`src/rtl/psd_pkg.sv`:
```
// Shared definitions for the audio sample path: sample width, phase width,
// the signed sample type and the interpolator mode encodings.
package psd_pkg;

  localparam int DW = 18;
  localparam int KW = 3;

  typedef logic signed [DW-1:0] sample_t;

  localparam logic MODE_ZOH = 1'b0;
  localparam logic MODE_LIN = 1'b1;

endpackage

```
`src/rtl/interp_mac.sv`:
```
// Combinational interpolation datapath: y = prev + floor((cur - prev) * k / 2^nlog2)
// in linear mode, or y = cur in zero-order-hold mode.
module interp_mac #(
  parameter int DW = psd_pkg::DW,
  parameter int KW = psd_pkg::KW
) (
  input  logic [DW-1:0] prev,
  input  logic [DW-1:0] cur,
  input  logic [KW-1:0] k,
  input  logic [1:0]    nlog2,
  input  logic          mode,
  output logic [DW-1:0] y
);
  import psd_pkg::*;

  localparam int PW = DW + KW + 1;

  logic signed [PW-1:0] diff_x;
  logic signed [PW-1:0] k_x;
  logic signed [PW-1:0] prod;
  logic signed [PW-1:0] shifted;
  logic signed [PW-1:0] sum;

  // NOTE: every variable written here gets a value on every path, so no latch is inferred.
  always_comb begin
    diff_x  = PW'($signed(cur)) - PW'($signed(prev));
    k_x     = $signed({{(DW + 1){1'b0}}, k});
    prod    = diff_x * k_x;
    // Arithmetic shift gives floor rounding; the result always lies between prev and cur.
    shifted = prod >>> nlog2;
    sum     = PW'($signed(prev)) + shifted;
    y       = (mode == MODE_LIN) ? DW'(sum) : cur;
  end

endmodule

```
`src/rtl/upsample_interp.sv`:
```
// Rate-restoring interpolator: loads one low-rate sample per endatain strobe and
// emits one zero-order-hold or linearly interpolated sample per enbase tick.
module upsample_interp #(
  parameter int DW = psd_pkg::DW,
  parameter int KW = psd_pkg::KW
) (
  input  logic          clock,
  input  logic          reset,
  input  logic [1:0]    Nlog2,
  input  logic          mode,
  input  logic [DW-1:0] datain,
  input  logic          endatain,
  input  logic          enbase,
  output logic [DW-1:0] dataout,
  output logic          endataout,
  output logic          underrun
);

  logic [DW-1:0] prev_q, prev_d;
  logic [DW-1:0] cur_q, cur_d;
  logic [KW-1:0] k_q, k_d;
  logic [DW-1:0] dataout_q, dataout_d;
  logic          endataout_q, endataout_d;
  logic          underrun_q, underrun_d;

  logic [KW-1:0] k_max;
  logic [KW-1:0] k_eff;
  logic [DW-1:0] y;

  // A phase left above N-1 by an Nlog2 change is treated as N-1.
  always_comb begin
    k_max = KW'((1 << Nlog2) - 1);
    k_eff = (k_q > k_max) ? k_max : k_q;
  end

  interp_mac #(
    .DW(DW),
    .KW(KW)
  ) u_mac (
    .prev  (prev_q),
    .cur   (cur_q),
    .k     (k_eff),
    .nlog2 (Nlog2),
    .mode  (mode),
    .y     (y)
  );

  always_comb begin
    prev_d      = prev_q;
    cur_d       = cur_q;
    k_d         = k_q;
    dataout_d   = dataout_q;
    endataout_d = 1'b0;
    underrun_d  = 1'b0;

    if (enbase) begin
      dataout_d   = y;
      endataout_d = 1'b1;
      if (k_eff < k_max) begin
        k_d = k_eff + KW'(1);
      end else begin
        k_d        = k_eff;
        underrun_d = ~endatain;
      end
    end

    // The load comes after the output computation so its k reset wins.
    if (endatain) begin
      prev_d = cur_q;
      cur_d  = datain;
      k_d    = '0;
    end
  end

  // NOTE: sequential state uses non-blocking assignments so every flop samples pre-edge values.
  always_ff @(posedge clock) begin
    if (reset) begin
      prev_q      <= '0;
      cur_q       <= '0;
      k_q         <= '0;
      dataout_q   <= '0;
      endataout_q <= 1'b0;
      underrun_q  <= 1'b0;
    end else begin
      prev_q      <= prev_d;
      cur_q       <= cur_d;
      k_q         <= k_d;
      dataout_q   <= dataout_d;
      endataout_q <= endataout_d;
      underrun_q  <= underrun_d;
    end
  end

  assign dataout   = dataout_q;
  assign endataout = endataout_q;
  assign underrun  = underrun_q;

endmodule
```
`config.mk`:
```
export PLATFORM = sky130hd
export DESIGN_NAME = upsample_interp
export DESIGN_NICKNAME = d
export VERILOG_FILES = /design/src/rtl/psd_pkg.sv /design/src/rtl/interp_mac.sv /design/src/rtl/upsample_interp.sv
export SDC_FILE = /design/constraint.sdc
export NUM_CORES = 1
export LEC_CHECK = 0
export ABC_CLOCK_PERIOD_IN_PS = 9400
export CORE_MARGIN = 10
export CORE_UTILIZATION = 39
export CTS_CLUSTER_SIZE = 12
export DETAILED_ROUTE_END_ITERATION = 10
export PLACE_DENSITY = 0.69
export SYNTH_ARGS = -nofsm -noshare
export SYNTH_HDL_FRONTEND = slang
export SYNTH_SLANG_ARGS = --single-unit
```
`constraint.sdc`:
```
create_clock -name clock -period 9.4 [get_ports clock]
set_input_delay 1.41 -clock clock [delete_from_list [all_inputs] [get_ports clock]]
set_output_delay 1.41 -clock clock [all_outputs]
set_load 0.01 [all_outputs]
```
==> results.ini, run 1 <==
[cells_and_area]
antenna_cells = 0
n_fill_cell = 1559
final_layout_size_suffix_gt1_frac = 0.0544
synthToLayoutAreaGrowth_pct = 15.3
nets = 983

[timing]
whs_ns = 0.482
finalCritPeriodShare = 0.866
rsz0062_at_grt = false
finalHoldViolations = 0
setup_tns_ns = 0
max_clock_freq_mhz = 123
relSlewSlack = 0.307
fin_worst_skew_ns = 0.00604
setup_viol = 0
drv_slew = 0
tightestPinTransition_ns = 1.04
finalCriticalPeriod_ns = 8.14

[placed_design]
port-buffer-count = 44
gp_congestion = 0.845
dp_hpwl_mm = 11.8

[drt]
drtAntennaViolNets = 0
viasPerCell = 5.15
drt_iter0_markers = 241
first_pass_iters = 5
wire_per_inst_microns = 13.6
drt-total-wl_mm = 14.7
drc = 0
num_vias = 5558

[synth]
synth_seq_cells = 59
seq_area_frac_synth = 0.183
synth-async-reset-ratio = 0
netlist_area_sq_um = 6450
synth_ff_type = dfxtp_1
yosysWarnings = 0
post_synth.cell_area_avg_sq_um = 7.85
syn_inst = 822
synth-edff-count = 0
syn_nets = 945
yosysUniqueCellTypes = 64

[clocking]
clk_pin_slew_ns = 0.05
cts_setup_buffers = 0
cts-root-buf = clkbuf_16
cts_tree = yes
clockBufferDepth = 2
clock_sinks = 59
cts_buffers = 9
cts_resized = 0
cts_hold_buf = 0
clock_latency_ns = 0.33
ctsHtreeMaxLevel = 3

[pwr]
powerDensity_nw_per_um2 = 139
p_clk_frac = 0.333
p_sw_frac = 0.341
p_leak_uw = 0.00353
ir_drop_uv = 100
comb_power_share = 0.397
power.internal_uw = 680
p_seq_frac = 0.269
power.switching_uw = 351

[floorplan]
fp-row-count = 46
die_y_microns = 149
die-area_sq_um = 22100
die_x_microns = 149
ios = 45
core_area_sq_um = 16100
start_util = 0.402

[worst_setup_path]
crit_fanout = 18
slowest_stage = clkdlybuf4s50_1
crit_family = compound AO/OA/AOI/OAI gates
slowest_delay_ns = 0.65
cp.required_ns = 9.64
path_buf_inv = 4
crit_path_end_kind = flip-flop
path_class = input pin to flip-flop
arrival_ns = 8.38
start_kind = input pin

[global_routing]
grt_max_degree = 58
antenna_found_initial = 0
overflow = 0
grt_pass1_wl_mm = 25.1
grt_pass1_vias = 5337
grt.total_usage = 0.133

[hold_path]
hp-class = flip-flop to flip-flop

[run]
cap_violations = 0

[status]
status = completed

## tightest hold or removal path, cell delays in order, from the launching register on
cell      delay (ns)
dfxtp_1         0.30
nor2_1          0.08
a311oi_1        0.05
## synthesized netlist by cell type (all sizes together) (2+ instances only)
master   instances  area [sq um]
nor2           124           468
inv            102           383
ha              78           976
mux2i           73           731
dfxtp           59          1180
a21oi           53           277
nand2           36           135
o21ai           35           179
xnor2           31           272
a211oi          20           155
fa              20           400
clkbuf          19          71.3
nor3            16          80.1
a21o            15           113
nand2b          11          68.8
or2             11          68.8
xor2            10          87.6
nand3            9          45.0
nor2b            9          56.3
buf              8          30.0
or3              8          50.1
and2             7          43.8
o21a             7          52.6
a21boi           6          45.1
o211ai           6          45.0
a31oi            5          31.3
o21bai           4          30.0
and3             3          18.8
o2111ai          3          38.8
a2111oi          2          17.5
a221oi           2          17.5
and4             2          17.5
clkinv           2          7.51
nor3b            2          15.0
o211a            2          20.0
o221a            2          22.5
o221ai           2          17.5
o311ai           2          35.0
o31a             2          17.5
o31ai            2          20.0
## layout make-up
class,count,area [sq um],share of cell area
well taps,216,270,0.0363
clock buffers,13,250,0.0336
flip-flops and latches,59,1180,0.159
repair buffers,54,505,0.0679
inverters,104,390,0.0525
multi-input cells,632,4780,0.643
clock inverters,2,60.1,0.00807
## cells by family after synthesis
logic type | share of synthesized area
DFF | 0.183
and+or+nand+nor | 0.170
muxes | 0.113
adders and majority gates | 0.213
buffers and inverters | 0.0762
xor gates and xnor gates | 0.0556
AOI/OAI and AO/OA | 0.189
## power groups by stage
stage          logic (uW)  clock network [uW]  registers, uW
6_report              410                 344            278
5_1_grt               463                 363            280
4_1_cts               413                 349            278
3_5_place_dp          410                   0            283
3_3_place_gp          405                   0            283
2_1_floorplan         306                   0            283
## registers in the layout (all words and copies together), names as in the netlist
name       flops
underrun       1
prev_q        18
cur_q         18
dataout       18
endataout      1
k_q            3
## per-stage QoR
step,instances,cell area [sq um],setup WS [ns],power [uW],util
floorplan,822,6450,1.55,589,-
global placement,1065,7130,1.18,688,0.444
detailed placement,1065,7130,1.00,692,0.444
CTS,1080,7440,1.27,1040,0.463
global route,1080,7440,0.577,1110,0.463
finish,1080,7440,1.26,1030,0.463
## cell usage in the layout, fill, tap and decap left out, types with 3 or more instances in the layout
| cell | count |
|---|---|
| a211oi_1 | 19 |
| a21boi_1 | 5 |
| a21o_1 | 15 |
| a21oi_1 | 50 |
| a21oi_2 | 3 |
| a31oi_1 | 5 |
| and2_1 | 7 |
| and3_1 | 3 |
| buf_4 | 10 |
| clkbuf_1 | 3 |
| clkbuf_16 | 9 |
| clkdlybuf4s50_1 | 42 |
| dfxtp_1 | 59 |
| fa_1 | 20 |
| ha_1 | 78 |
| inv_1 | 99 |
| inv_2 | 3 |
| mux2i_1 | 73 |
| nand2_1 | 36 |
| nand2b_1 | 11 |
| nand3_1 | 9 |
| nor2_1 | 123 |
| nor2b_1 | 9 |
| nor3_1 | 16 |
| o211ai_1 | 6 |
| o21a_1 | 7 |
| o21ai_0 | 26 |
| o21ai_1 | 8 |
| o21bai_1 | 4 |
| or2_1 | 4 |
| or2_2 | 7 |
| or3_1 | 8 |
| xnor2_1 | 31 |
| xor2_1 | 10 |
## final timing paths
path,start,to,slack [ns],depth (start not counted)
min reg2reg,dataout[16]$_SDFFE_PP0P_,dataout[16]$_SDFFE_PP0P_,0.48,2
max reg2reg,prev_q[1]$_SDFFE_PP0P_,dataout[17]$_SDFFE_PP0P_,2.48,31
min,dataout[16]$_SDFFE_PP0P_,dataout[16]$_SDFFE_PP0P_,0.48,2
max,Nlog2[1],dataout[17]$_SDFFE_PP0P_,1.26,34
## metal layers
metal | part of all wire | vias to the layer above | global-route usage
li1 | - | 2899 | -
met1 | 0.47 | 2570 | 0.170
met2 | 0.48 | 82 | 0.227
met3 | 0.042 | 7 | 0.0294
met4 | 0.0052 | 0 | 0.0159
met5 | 0 | - | 0
No activity file was read; power rests on OpenSTA's default activity.
==> inputs of run 2 (changes only) <==
Settings changed: CORE_ASPECT_RATIO set to 0.8, CTS_BUF_LIST set to sky130_fd_sc_hd__clkbuf_8.
==> run 2 against run 1 <==
  * First-iteration DRC count up 27%
  * Routed wire length rose by 1.8%
  * Cell count barely moved
  * Sequential share of layout area increased by 0.31 points
  * Sequential power hardly changed
  * Combinational power hardly changed
  * Total power decreased by 14%
  * Register-to-register slack hardly changed
  * Critical endpoint unchanged
  * Via count up 0.27%
  * Design area shrank 1.9%
  * Largest power group unchanged
==> results.ini, run 2 (same netlist as run 1, synthesis figures left out) <==
[floorplan]
fp-row-count = 41  ; -11%
start_util = 0.403  ; +0.00132
die_y_microns = 135  ; -9.1%
core_area_sq_um = 16000  ; -0.33%
die_x_microns = 164  ; +10%
ios = 45  ; unchanged
die-area_sq_um = 22100  ; +0.15%

[cells_and_area]
antenna_cells = 0  ; unchanged
register_area_sq_um = 1180  ; unchanged
final_cell_mix = 123 x nor2_1, 99 x inv_1, 78 x ha_1
nets = 983  ; unchanged
final_common_cell = nor2_1
n_fill_cell = 1624  ; +4.2%
final_layout_size_suffix_gt1_frac = 0.0579  ; +0.00347
fin_area_sq_um = 7300  ; -1.9%
synthToLayoutAreaGrowth_pct = 13.0
multi_input_area_sq_um = 4780  ; unchanged

[timing]
finalHoldViolations = 0  ; unchanged
drv_slew = 0  ; unchanged
rsz0062_at_grt = false
tightestPinTransition_ns = 0.702  ; -0.336 ns
relSlewSlack = 0.532  ; +0.224
setup_viol = 0  ; unchanged
setup_tns_ns = 0  ; unchanged
whs_ns = 0.484  ; +0.00203 ns
max_clock_freq_mhz = 122  ; -0.72%
finalCriticalPeriod_ns = 8.20  ; +0.0587 ns
fin_worst_skew_ns = 0.00993  ; +0.00389 ns
finalCritPeriodShare = 0.872  ; +0.00624

[drt]
wire_per_inst_microns = 13.9  ; +1.9%
num_vias = 5573  ; +0.27%
first_pass_iters = 5  ; unchanged
drt-total-wl_mm = 15.0  ; +1.8%
drc = 0  ; unchanged
viasPerCell = 5.16  ; +0.36%
drtAntennaViolNets = 0  ; unchanged
drt_iter0_markers = 305  ; +27%

[clocking]
cts_tree = yes
clock_sinks = 59  ; unchanged
cts_buffers = 9  ; unchanged
ctsHtreeMaxLevel = 3  ; unchanged
cts_hold_buf = 0  ; unchanged
clk_pin_slew_ns = 0.07  ; +0.02 ns
cts_resized = 0  ; unchanged
clock_latency_ns = 0.34  ; about the same
clockBufferDepth = 2  ; unchanged
cts-root-buf = clkbuf_8
cts_setup_buffers = 0  ; unchanged

[placed_design]
gp_congestion = 0.898  ; +6.2%
dp_hpwl_mm = 11.9  ; +0.85%
port-buffer-count = 44  ; unchanged
place_area_sq_um = 7130  ; about the same

[run]
cap_violations = 0  ; unchanged

[worst_setup_path]
crit_path_end_kind = flip-flop
rrSetupSlack_ns = 2.47  ; about the same
slowest_stage = clkdlybuf4s50_1
arrival_ns = 8.47  ; +0.09 ns
regToRegStartpoint = prev_q[1]$_SDFFE_PP0P_
crit_fanout = 20  ; +2
slowest_delay_ns = 0.60  ; -0.05 ns
rr_worst_depth = 34  ; +9.7%
worst_r2r_endpoint = dataout[17]$_SDFFE_PP0P_
start_kind = input pin
cp.required_ns = 9.67  ; +0.03 ns
crit_start = Nlog2[0]
path_class = input pin to flip-flop

[pwr]
power.internal_uw = 541  ; -21%
p_leak_uw = 0.00347  ; -1.9%
power.switching_uw = 351  ; -0.12%
p_seq_frac = 0.311  ; +0.042
ir_drop_uv = 70.7  ; -29%
p_clk_frac = 0.227  ; -0.106
comb_power_share = 0.462  ; +0.065
p_sw_frac = 0.394  ; +0.0530
powerDensity_nw_per_um2 = 122  ; -12%

[global_routing]
grt_pass1_wl_mm = 25.6  ; +2.2%
antenna_found_initial = 0  ; unchanged
grt_pass1_vias = 5395  ; +1.1%
grt.total_usage = 0.136  ; +0.00342
overflow = 0  ; unchanged
grt_max_degree = 58  ; unchanged

[hold_path]
min_to = dataout[11]$_SDFFE_PP0P_
worstHoldStart = dataout[11]$_SDFFE_PP0P_
hold_depth = 2  ; unchanged
hp-class = flip-flop to flip-flop

[status]
status = completed

==> run 2: area by class of cell <==
cell class                 instances  area share
sequential                        59       0.162
multi-input combinational        632       0.655
tap                              215      0.0369
clock buffer                      10      0.0189
timing repair buffer              54      0.0693
inverter                         104      0.0535
clock inverter                     5     0.00412
==> run 2: metrics by stage <==
stage	setup WS [ns]	cells	power [uW]	util
floorplan	1.55	822	589	-
global placement	1.13	1064	689	0.445
detailed placement	0.993	1064	691	0.445
CTS	1.31	1079	898	0.456
global route	0.573	1079	964	0.456
finish	1.20	1079	892	0.456
==> run 2: power by group through the flow <==
stage / registers, uW / logic [uW] / clock network, uW
global route: 279 / 463 / 222
detailed placement: 283 / 409 / 0
floorplan: 283 / 306 / 0
CTS: 277 / 413 / 208
global placement: 282 / 407 / 0
finish: 277 / 412 / 202
==> run 2: worst max-delay path by stage <==
stage | end | slack (ns)
2_1_floorplan | dataout[17]$_SDFFE_PP0P_ | 1.55
3_3_place_gp | dataout[17]$_SDFFE_PP0P_ | 1.13
3_5_place_dp | dataout[17]$_SDFFE_PP0P_ | 0.99
4_1_cts | dataout[17]$_SDFFE_PP0P_ | 1.31
5_1_grt | dataout[17]$_SDFFE_PP0P_ | 0.57
6_report | dataout[17]$_SDFFE_PP0P_ | 1.20
==> run 2: critical path: cells and delay by family <==
kind	cells	cell delay (ns)
buffers and inverters	3	0.94
multiplexers	2	0.31
AND/OR/NAND/NOR	7	1.04
AO/OA/AOI/OAI	17	3.04
adder cells (fa/ha/maj)	5	1.70
==> run 2: layer usage <==
layer  part of all wire  vias up  global-route usage  wire length [microns]
met5                  0        -                   0                      0
met4             0.0037        0              0.0173                     56
met3              0.047        8              0.0289                    707
met2               0.44      106               0.218                   6590
met1               0.51     2557               0.188                   7600
li1                   -     2902                   -                      -
==> inputs of run 3 (changes only) <==
Settings changed: SETUP_SLACK_MARGIN set to 0.3.
==> results of run 3 <==
No change in the layout: final DEF, timing and power equal those of run 2.
==> edit, RTL diff (config.mk and constraints of run 1) <==
`KW`: 3 -> 6.
--- a/src/rtl/psd_pkg.sv
+++ b/src/rtl/psd_pkg.sv
@@ -3,7 +3,7 @@
 package psd_pkg;
 
   localparam int DW = 18;
-  localparam int KW = 3;
+  localparam int KW = 6;
 
   typedef logic signed [DW-1:0] sample_t;
 
Behaviour: same outputs for any inputs over 4 cycles, from zero or initial values and one cycle with reset high; that may be too few to reach the edited logic, so the function may still have changed.
==> edit against run 1 <==
Worst setup slack got worse by 0.65 ns; design area is 20% higher; area after synthesis increased by 18%; wire length up 22%; sequential cell count grew 3; cell count up 15%; critical path type unchanged; largest cell class unchanged; highest routed layer unchanged.
Power is not compared: it rests on default switching activity, and its combinational part moved more than twofold at a synthesized area within 25%.
==> edit: results (changes against run 1) <==
outcome completed (unchanged); 1st-pass router iterations 4 (was 5); H-Tree Depth 3 (unchanged); P_clk ~360 uW; port buffer count 44 (unchanged); CP max stage cell fa_1 (was clkdlybuf4s50_1); dpl cell area 8500 um^2 (was 7130 um^2); M3 GR Usage 2.26% (was 2.94%); slew at the pin closest to its max-slew limit 1.13 ns (was 1.04 ns); met2 usage 23.3% (was 22.7%); CTS clk-pin slew, worst paths approximately 0.06 ns; highest routed layer met4 (unchanged); worst hold path startpoint dataout[4] (was dataout[16]); worst hold path endpoint dataout[4] (was dataout[16]); global-route wire length before repair 30.5 mm (was 25.1 mm); max incr delay on CP 0.54 ns (was 0.65 ns); register area share after synthesis 16.3% (was 18.3%); initial antenna violation count 1 (was 0); number of global-route vias before repair 6264 (was 5337); Worst-Skew Late Latency 0.33 ns (about the same); vias per cell 5.02 (was 5.15); RR Endpoint dataout[17] (unchanged); largest net degree at the start of global routing 57 (was 58); GR Util met1 18.4% (was 17.0%); Post-Synth Adder-Cell Area 31.1% (was 21.3%); WHS 0.485 ns (was 0.482 ns); gr usage total 14.1% (was 13.3%); xor/xnor share of the synthesized area 5.97% (was 5.56%); top post-synthesis cells by area fa_1 (17%), dfxtp_1 (16%), ha_1 (14%) (was dfxtp_1 (18%), ha_1 (15%), mux2i_1 (11%)); post-DP HPWL 14.3 mm (was 11.8 mm); predominant post-synthesis flop cell dfxtp_1 (unchanged); synth unique cells 64 (unchanged); DR iter-0 viols 271 (was 241); clock buffers created by TritonCTS 9 (unchanged); Final GP Congestion 0.906 (was 0.845); clk_skew 0.00547 ns (was 0.00604 ns); layout cells sized above 1 7.79% (was 5.44%); Bufs and invs on worst path 6 (was 4); FF-to-FF Start prev_q[1] (unchanged); metal3 WL 654 um (was 614 um); Tightest Hold Check Type register to register (unchanged); DR WL/cell 14.5 um (was 13.6 um); CP Data Arrival Time 9.01 ns (was 8.38 ns); # nets final 1146 (was 983); sequential share of power 13.9%; Met2 Wirelength 8.53 mm (was 7.06 mm); FF-to-FF setup slack 0.94 ns (was 2.48 ns); Hold Crit Depth 2 (unchanged); mux share of post-synthesis cell area 11.3% (about the same); Synth Area in Compound Gates 13.4% (was 18.9%); M1 WL 8.50 mm (was 6.95 mm); worst-path maximum fanout 5 (was 18); Reg2Reg Depth 34 (was 31); Worst path top cell family by delay adder cells (was compound AO/OA/AOI/OAI gates); pwr/cell area 246 nW/um^2; synth cell count leaders nor2_1 (142), inv_1 (106), ha_1 (86) (was nor2_1 (123), inv_1 (99), ha_1 (78))
edit: cell types whose count changed after synthesis, moves of 8 or more:
| cell | delta |
|---|---|
| fa_1 | +45 |
| nor2_1 | +19 |
| mux2i_1 | +12 |
| a21oi_1 | -8 |
| ha_1 | +8 |
edit: how the worst max path moves through the flow:
stage | startpoint | endpoint
2_1_floorplan | Nlog2[1] | dataout[16]
3_3_place_gp | Nlog2[1] | dataout[16]
3_5_place_dp | Nlog2[1] | dataout[16]
4_1_cts | Nlog2[1] | dataout[16]
5_1_grt | Nlog2[1] | dataout[17]
6_report | Nlog2[1] | dataout[17]
edit: worst reg2reg max path, delay by kind of cell (launching register included):
| kind | cells | cell delay [ns] |
|---|---|---|
| xor gates and xnor gates | 3 | 0.71 |
| and+or+nand+nor | 9 | 1.39 |
| AOI/OAI and AO/OA | 11 | 2.29 |
| buffers and inverters | 2 | 0.14 |
| DFF | 1 | 0.48 |
| muxes | 2 | 0.33 |
| adders and majority gates | 7 | 2.99 |
edit: area by class of cell:
type / instances / area (um^2)
multi-input combinational: 725 / 6040
antenna: 1 / 2.50
clock inverter: 7 / 98.8
tap: 265 / 332
clock buffer: 9 / 225
fill: 1845 / 10400
inverter: 108 / 405
sequential: 62 / 1240
timing repair buffer: 64 / 584
edit: timing repair:
action,4_1_cts,5_1_grt
endpoints found under the setup margin,0,6
buffers inserted,0,6
resized for setup,0,16
edit: through the flow:
step,instances,worst slack [ns],TNS (ns)
2_1_floorplan,926,0.481,0
3_3_place_gp,1218,0.0808,0
3_5_place_dp,1218,-0.116,-0.202
4_1_cts,1234,0.196,0
5_1_grt,1240,0.0984,0
6_report,1241,0.612,0
